**config.mk**
```make
export PLATFORM = sky130hd
export DESIGN_NAME = gpio_pad_input_filter
export DESIGN_NICKNAME = d
export VERILOG_FILES = /design/src/rtl/gpio_pad_pkg.sv /design/src/rtl/gpio_pad_filter_bit.sv /design/src/rtl/gpio_pad_input_filter.sv
export SDC_FILE = /design/constraint.sdc
export NUM_CORES = 1
export LEC_CHECK = 0
export ABC_AREA = 1
export CAP_MARGIN = 20
export CORE_MARGIN = 2
export CORE_UTILIZATION = 23
export DETAILED_ROUTE_END_ITERATION = 16
export HOLD_SLACK_MARGIN = 0.12
export PLACE_DENSITY = 0.39
export SLEW_MARGIN = 20
export SYNTH_ARGS = -nofsm -noshare
export SYNTH_HDL_FRONTEND = slang
export SYNTH_SLANG_ARGS = --single-unit
```
**constraint.sdc**
```tcl
create_clock -name clk -period 1.6 [get_ports clk]
set_input_delay 0.48 -clock clk [delete_from_list [all_inputs] [get_ports clk]]
set_output_delay 0.48 -clock clk [all_outputs]
set_load 0.02 [all_outputs]
```
**src/rtl/gpio_pad_pkg.sv**
```systemverilog
// Shared constants and types for the GPIO pad input conditioning blocks.
`timescale 1ns/1ps
package gpio_pad_pkg;

   localparam int unsigned SYNC_STAGES = 2;
   localparam int unsigned CNT_W_DEF   = 4;
   localparam int unsigned WIDTH_DEF   = 8;

   typedef logic [CNT_W_DEF-1:0] filt_cnt_t;

   localparam logic FILT_RST_VAL = 1'b0;

endpackage

```
**src/rtl/gpio_pad_filter_bit.sv**
```systemverilog
// One pad bit: synchroniser, stability counter, filtered level and edge pulses.
// With GPIO_FILT_EDGE_IRQ_EN defined it also exposes the pulse-set terms for the IRQ unit.
`timescale 1ns/1ps
module gpio_pad_filter_bit
   import gpio_pad_pkg::*;
#(
   parameter int unsigned CNT_W = CNT_W_DEF
) (
   input  logic             clk,
   input  logic             rst_n,
   input  logic             pad_in,
   input  logic [CNT_W-1:0] filt_len,
   output logic             filt_out,
   output logic             rise_pulse,
   output logic             fall_pulse
`ifdef GPIO_FILT_EDGE_IRQ_EN
   ,
   output logic             rise_set_c,
   output logic             fall_set_c
`endif
);

   logic [SYNC_STAGES-1:0] sync_q;
   logic                   s2;
   logic [CNT_W-1:0]       cnt;
   logic [CNT_W-1:0]       cnt_nxt;
   logic                   filt_nxt;
   logic                   filt_d;
   logic                   rise_nxt;
   logic                   fall_nxt;

   assign s2 = sync_q[SYNC_STAGES-1];

   // Accept s2 only once it has disagreed with filt_out for filt_len+1 samples.
   always_comb begin
      cnt_nxt  = '0;
      filt_nxt = filt_out;
      if (s2 != filt_out) begin
         if (cnt >= filt_len) begin
            filt_nxt = s2;
         end else begin
            cnt_nxt = cnt + CNT_W'(1);
         end
      end
   end

   assign rise_nxt = filt_out & ~filt_d;
   assign fall_nxt = ~filt_out & filt_d;

`ifdef GPIO_FILT_EDGE_IRQ_EN
   assign rise_set_c = rise_nxt;
   assign fall_set_c = fall_nxt;
`endif

   always_ff @(posedge clk or negedge rst_n) begin
      if (!rst_n) begin
         sync_q     <= {SYNC_STAGES{FILT_RST_VAL}};
         cnt        <= '0;
         filt_out   <= FILT_RST_VAL;
         filt_d     <= FILT_RST_VAL;
         rise_pulse <= 1'b0;
         fall_pulse <= 1'b0;
      end else begin
         sync_q     <= {sync_q[SYNC_STAGES-2:0], pad_in};
         cnt        <= cnt_nxt;
         filt_out   <= filt_nxt;
         filt_d     <= filt_out;
         rise_pulse <= rise_nxt;
         fall_pulse <= fall_nxt;
      end
   end

endmodule

```
**src/rtl/gpio_pad_input_filter.sv**
```systemverilog
// Bank of glitch-filtered GPIO pad inputs with edge pulses.
// Define GPIO_FILT_EDGE_IRQ_EN to add the sticky edge-interrupt unit and irq_* ports.
`timescale 1ns/1ps
module gpio_pad_input_filter
   import gpio_pad_pkg::*;
#(
   parameter int unsigned WIDTH = WIDTH_DEF,
   parameter int unsigned CNT_W = CNT_W_DEF
) (
   input  logic             clk,
   input  logic             rst_n,
   input  logic [WIDTH-1:0] pad_in,
   input  logic [CNT_W-1:0] filt_len,
   output logic [WIDTH-1:0] filt_out,
   output logic [WIDTH-1:0] rise_pulse,
   output logic [WIDTH-1:0] fall_pulse
`ifdef GPIO_FILT_EDGE_IRQ_EN
   ,
   input  logic [WIDTH-1:0] irq_rise_en,
   input  logic [WIDTH-1:0] irq_fall_en,
   input  logic [WIDTH-1:0] irq_clr,
   output logic [WIDTH-1:0] irq_status,
   output logic             irq
`endif
);

`ifdef GPIO_FILT_EDGE_IRQ_EN
   logic [WIDTH-1:0] rise_set_c;
   logic [WIDTH-1:0] fall_set_c;
   logic [WIDTH-1:0] irq_set_c;
`endif

   for (genvar i = 0; i < WIDTH; i++) begin : g_bit
      gpio_pad_filter_bit #(
         .CNT_W (CNT_W)
      ) u_bit (
         .clk        (clk),
         .rst_n      (rst_n),
         .pad_in     (pad_in[i]),
         .filt_len   (filt_len),
         .filt_out   (filt_out[i]),
         .rise_pulse (rise_pulse[i]),
         .fall_pulse (fall_pulse[i])
`ifdef GPIO_FILT_EDGE_IRQ_EN
         ,
         .rise_set_c (rise_set_c[i]),
         .fall_set_c (fall_set_c[i])
`endif
      );
   end

`ifdef GPIO_FILT_EDGE_IRQ_EN
   // Flags set on the same edge the pulse asserts; set beats a simultaneous clear.
   assign irq_set_c = (rise_set_c & irq_rise_en) | (fall_set_c & irq_fall_en);

   always_ff @(posedge clk or negedge rst_n) begin
      if (!rst_n) begin
         irq_status <= '0;
         irq        <= 1'b0;
      end else begin
         irq_status <= (irq_status & ~irq_clr) | irq_set_c;
         irq        <= |irq_status;
      end
   end
`endif

endmodule

```
==> flow_metrics.env <==
export IMPL_dieWidth_um=135
export IMPL_tightest_slew_ns=0.443
export IMPL_synth_xor_xnor_area_share=0.0507
export IMPL_dr_pass1_iters=4
export IMPL_syn_nets=465
export IMPL_cts_tree="built"
export IMPL_std_cell_rows=47
export IMPL_layout_drive_gt1_share=0.228
export IMPL_yosys_area_share_simple=0.188
export IMPL_path_buf_inv=4
export IMPL_antenna_found_initial=0
export IMPL_yosys_warnings=0
export IMPL_synthCells=411
export IMPL_maxSlewViolCount=0
export IMPL_max_cap_violations=0
export IMPL_clock_sinks=80
export IMPL_p_switching_uw=2860
export IMPL_cp_slowest_cell="ha_1"
export IMPL_grt_pass1_wl_um=12700
export IMPL_postRouteAntennaNets=0
export IMPL_timing_fmax_mhz=648
export IMPL_p_int_uw=5410
export IMPL_viasPerCell=3.88
export IMPL_dp_hpwl_um=4800
export IMPL_synthAdderAreaFrac=0.127
export IMPL_grt_overflow=0
export IMPL_drc=0
export IMPL_final_cells=689
export IMPL_syn2layout_area_growth_pct=34.2
export IMPL_grt_pass1_vias=2698
export IMPL_cts_buffers=9
export IMPL_synth_top_family_by_area="simple AND/OR/NAND/NOR gates"
export IMPL_drt_initial_drc_count=76
export IMPL_die_h_um=135
export IMPL_numPortBuffers=37
export IMPL_rsz0062_at_grt="true"
export IMPL_hold_viol_final=0
export IMPL_grt_start_max_net_pins=81
export IMPL_cp_cell_sequence="dlygate4sd2_1, clkinvlp_4, buf_12, ha_1, a21oi_2, buf_4, nand4_1, nand2_1"
export IMPL_synth_compound_area_frac=0.0254
export IMPL_cts_root_buf="clkbuf_16"
export IMPL_wirelength_um=7320
export IMPL_critPathKind="input port to flop"
export IMPL_fin_crit_ns=1.54
export IMPL_syn_area_per_cell_um2=9.60
export IMPL_clock_path_buffers=2
export IMPL_reg2reg_from="g_bit[7].u_bit.cnt[1]"
export IMPL_final_nets=518
export IMPL_track_usage=0.0891
export IMPL_fp_dieArea_um2=18200
export IMPL_insertion_delay_ns=0.34
export IMPL_io_pins=38
export IMPL_switching_share=0.346
export IMPL_post_place_ws_ns=-0.687
export IMPL_p_per_area_nw_per_um2=1560
export IMPL_synth_top_area_share=0.507
export IMPL_cp_startpoint="filt_len[3]"
export IMPL_critPathRequiredTime_ns=1.88
export IMPL_setup_violations=0
export IMPL_coreArea_um2=16700
export IMPL_routedWlPerCell_um=10.6
export IMPL_path_clk_slew_ns=0.06
export IMPL_power_frac_seq=0.355
export IMPL_setup_tns_ns=0
export IMPL_yosys_area_top_type="dfrtp_1"
export IMPL_ys_seq_area_frac=0.507
export IMPL_crit_path_end_kind="flop"
export IMPL_syn_area_um2=3950
export IMPL_fillers=1712
export IMPL_clockPowerShare=0.295
export IMPL_power_uw=8270
export IMPL_ir_drop_uv=567
export IMPL_cp_max_fo=8
export IMPL_skew_ns=0.00737
export IMPL_cts_max_level=3
export IMPL_post_route_util=0.317
export IMPL_cpLargestDelayFamily="buffers and inverters"
export IMPL_initial_core_util=0.236
export IMPL_p_comb_frac=0.350
export IMPL_cp_arrival_ns=1.82
export IMPL_place_gp_congestion=0.752
export IMPL_fin_ws_ns=0.0574
export IMPL_leakage_uw=0.00276
export IMPL_dp_cells=670
export IMPL_synth_cell_types=13
export IMPL_synthMuxAreaShare=0
export IMPL_max_stage_delay_ns=0.32
export IMPL_diodes=0
export IMPL_synthTopCellsByArea="dfrtp_1 (51%), ha_1 (13%), nand2_1 (9.1%), inv_1 (5.6%), buf_4 (4.6%)"
export IMPL_worstSetupStartpointType="input port"
export IMPL_synth_seq_cells=80
export IMPL_hold_path_class="input port to asynchronous set/reset pin"
export IMPL_routed_via_count=2671
export IMPL_slew_headroom=0.705
export IMPL_status="finished clean"
export IMPL_min_period_over_period=0.964
routing by layer:
metal	up-vias	global-route usage	routed length, um
li1	1368	-	-
met1	1260	0.110	3440
met2	31	0.137	3440
met3	12	0.0240	277
met4	0	0.0573	163
met5	-	0	0
power by group through the flow:
stage / Sequential (uW) / Clock (uW) / Combinational (uW)
2_1_floorplan: 3020 / 0 / 2020
5_1_grt: 3020 / 2610 / 3310
3_3_place_gp: 2990 / 0 / 2860
3_5_place_dp: 2990 / 0 / 2890
4_1_cts: 2940 / 2520 / 2770
6_report: 2930 / 2440 / 2900
Yosys cell counts:
library cell / n
dfrtp_1: 80
buf_4: 24
inv_1: 59
a21oi_1: 8
xor2_2: 8
o21bai_1: 8
nor2_2: 8
nand4_1: 16
nand2_1: 96
ha_1: 40
nand3_1: 16
xor2_1: 8
nor2_1: 40
worst paths after layout:
path | endpoint | slack (ns) | depth (start not counted)
setup / recovery | g_bit[2].u_bit.filt_out | 0.06 | 8
hold / removal | g_bit[3].u_bit.sync_q[0] | 0.15 | 2
setup reg to reg | g_bit[7].u_bit.filt_out | 0.28 | 7
hold reg to reg | g_bit[2].u_bit.sync_q[1] | 0.35 | 0
max in group asynchronous | g_bit[5].u_bit.filt_out | 1.08 | 2
min in group clk | g_bit[2].u_bit.sync_q[1] | 0.35 | 0
flip-flops by register name, indices dropped and copies added, names as in the netlist:
name and count:
g_bit.u_bit.cnt 32, g_bit.u_bit.sync_q 16, g_bit.u_bit.filt_d 8, g_bit.u_bit.filt_out 8
g_bit.u_bit.fall_pulse 8, g_bit.u_bit.rise_pulse 8
cell type report:
| type | instances | area (um^2) | share of cell area |
|---|---|---|---|
| Clock buffer | 11 | 253 | 0.0477 |
| Clock inverter | 5 | 103 | 0.0194 |
| Inverter | 59 | 233 | 0.0440 |
| Multi-Input combinational cell | 248 | 1810 | 0.342 |
| Sequential cell | 80 | 2000 | 0.378 |
| Tap cell | 220 | 275 | 0.0520 |
| Timing Repair Buffer | 66 | 618 | 0.117 |
stage by stage:
| step | area [um^2] | hold WS [ns] |
|---|---|---|
| after global placement | 4620 | 0.333 |
| after floorplan | 3950 | 0.184 |
| after detailed placement | 4620 | 0.335 |
| after CTS | 5090 | 0.181 |
| final | 5300 | 0.151 |
| after global routing | 5300 | 0.200 |
what timing repair did:
| action | 4_1_cts | 5_1_grt |
|---|---|---|
| resized for setup | 44 | 41 |
| setup buffers | 3 | 0 |
| hold buffers | 0 | 0 |
| pin swaps | 2 | 8 |
| endpoints found under the hold margin | 0 | 0 |
| setup endpoints to repair | 64 | 28 |
worst reg2reg max path, cell delays in order (launching register included):
cell and delay, ns:
dfrtp_1 0.42, ha_1 0.32, nand2_1 0.08, nand2_1 0.05, nand2_1 0.12, nand3_4 0.11, nand2_1 0.08, nand2_1 0.04
logic make-up after synthesis:
logic type	Yosys count
AND/OR/NAND/NOR	176
buffers and inverters	83
flip-flops	80
adder cells (fa/ha/maj)	40
AO/OA/AOI/OAI	16
XOR/XNOR	16
cells in the final DEF (no fill, tap or decap), types with 5 or more instances in the layout:
cell / count
buf_4: 25
dlygate4sd2_1: 26
a21oi_2: 8
nand2_1: 80
clkbuf_16: 9
clkdlybuf4s50_1: 8
inv_1: 54
nand4_1: 16
nor2_1: 40
ha_1: 32
o21bai_1: 8
xor2_1: 8
nand3_4: 8
nand2_2: 16
nand3_1: 8
xor2_2: 8
dfrtp_1: 80
buf_12: 5
nor2_2: 8
ha_4: 8
Power figures use the tool's default switching activity.
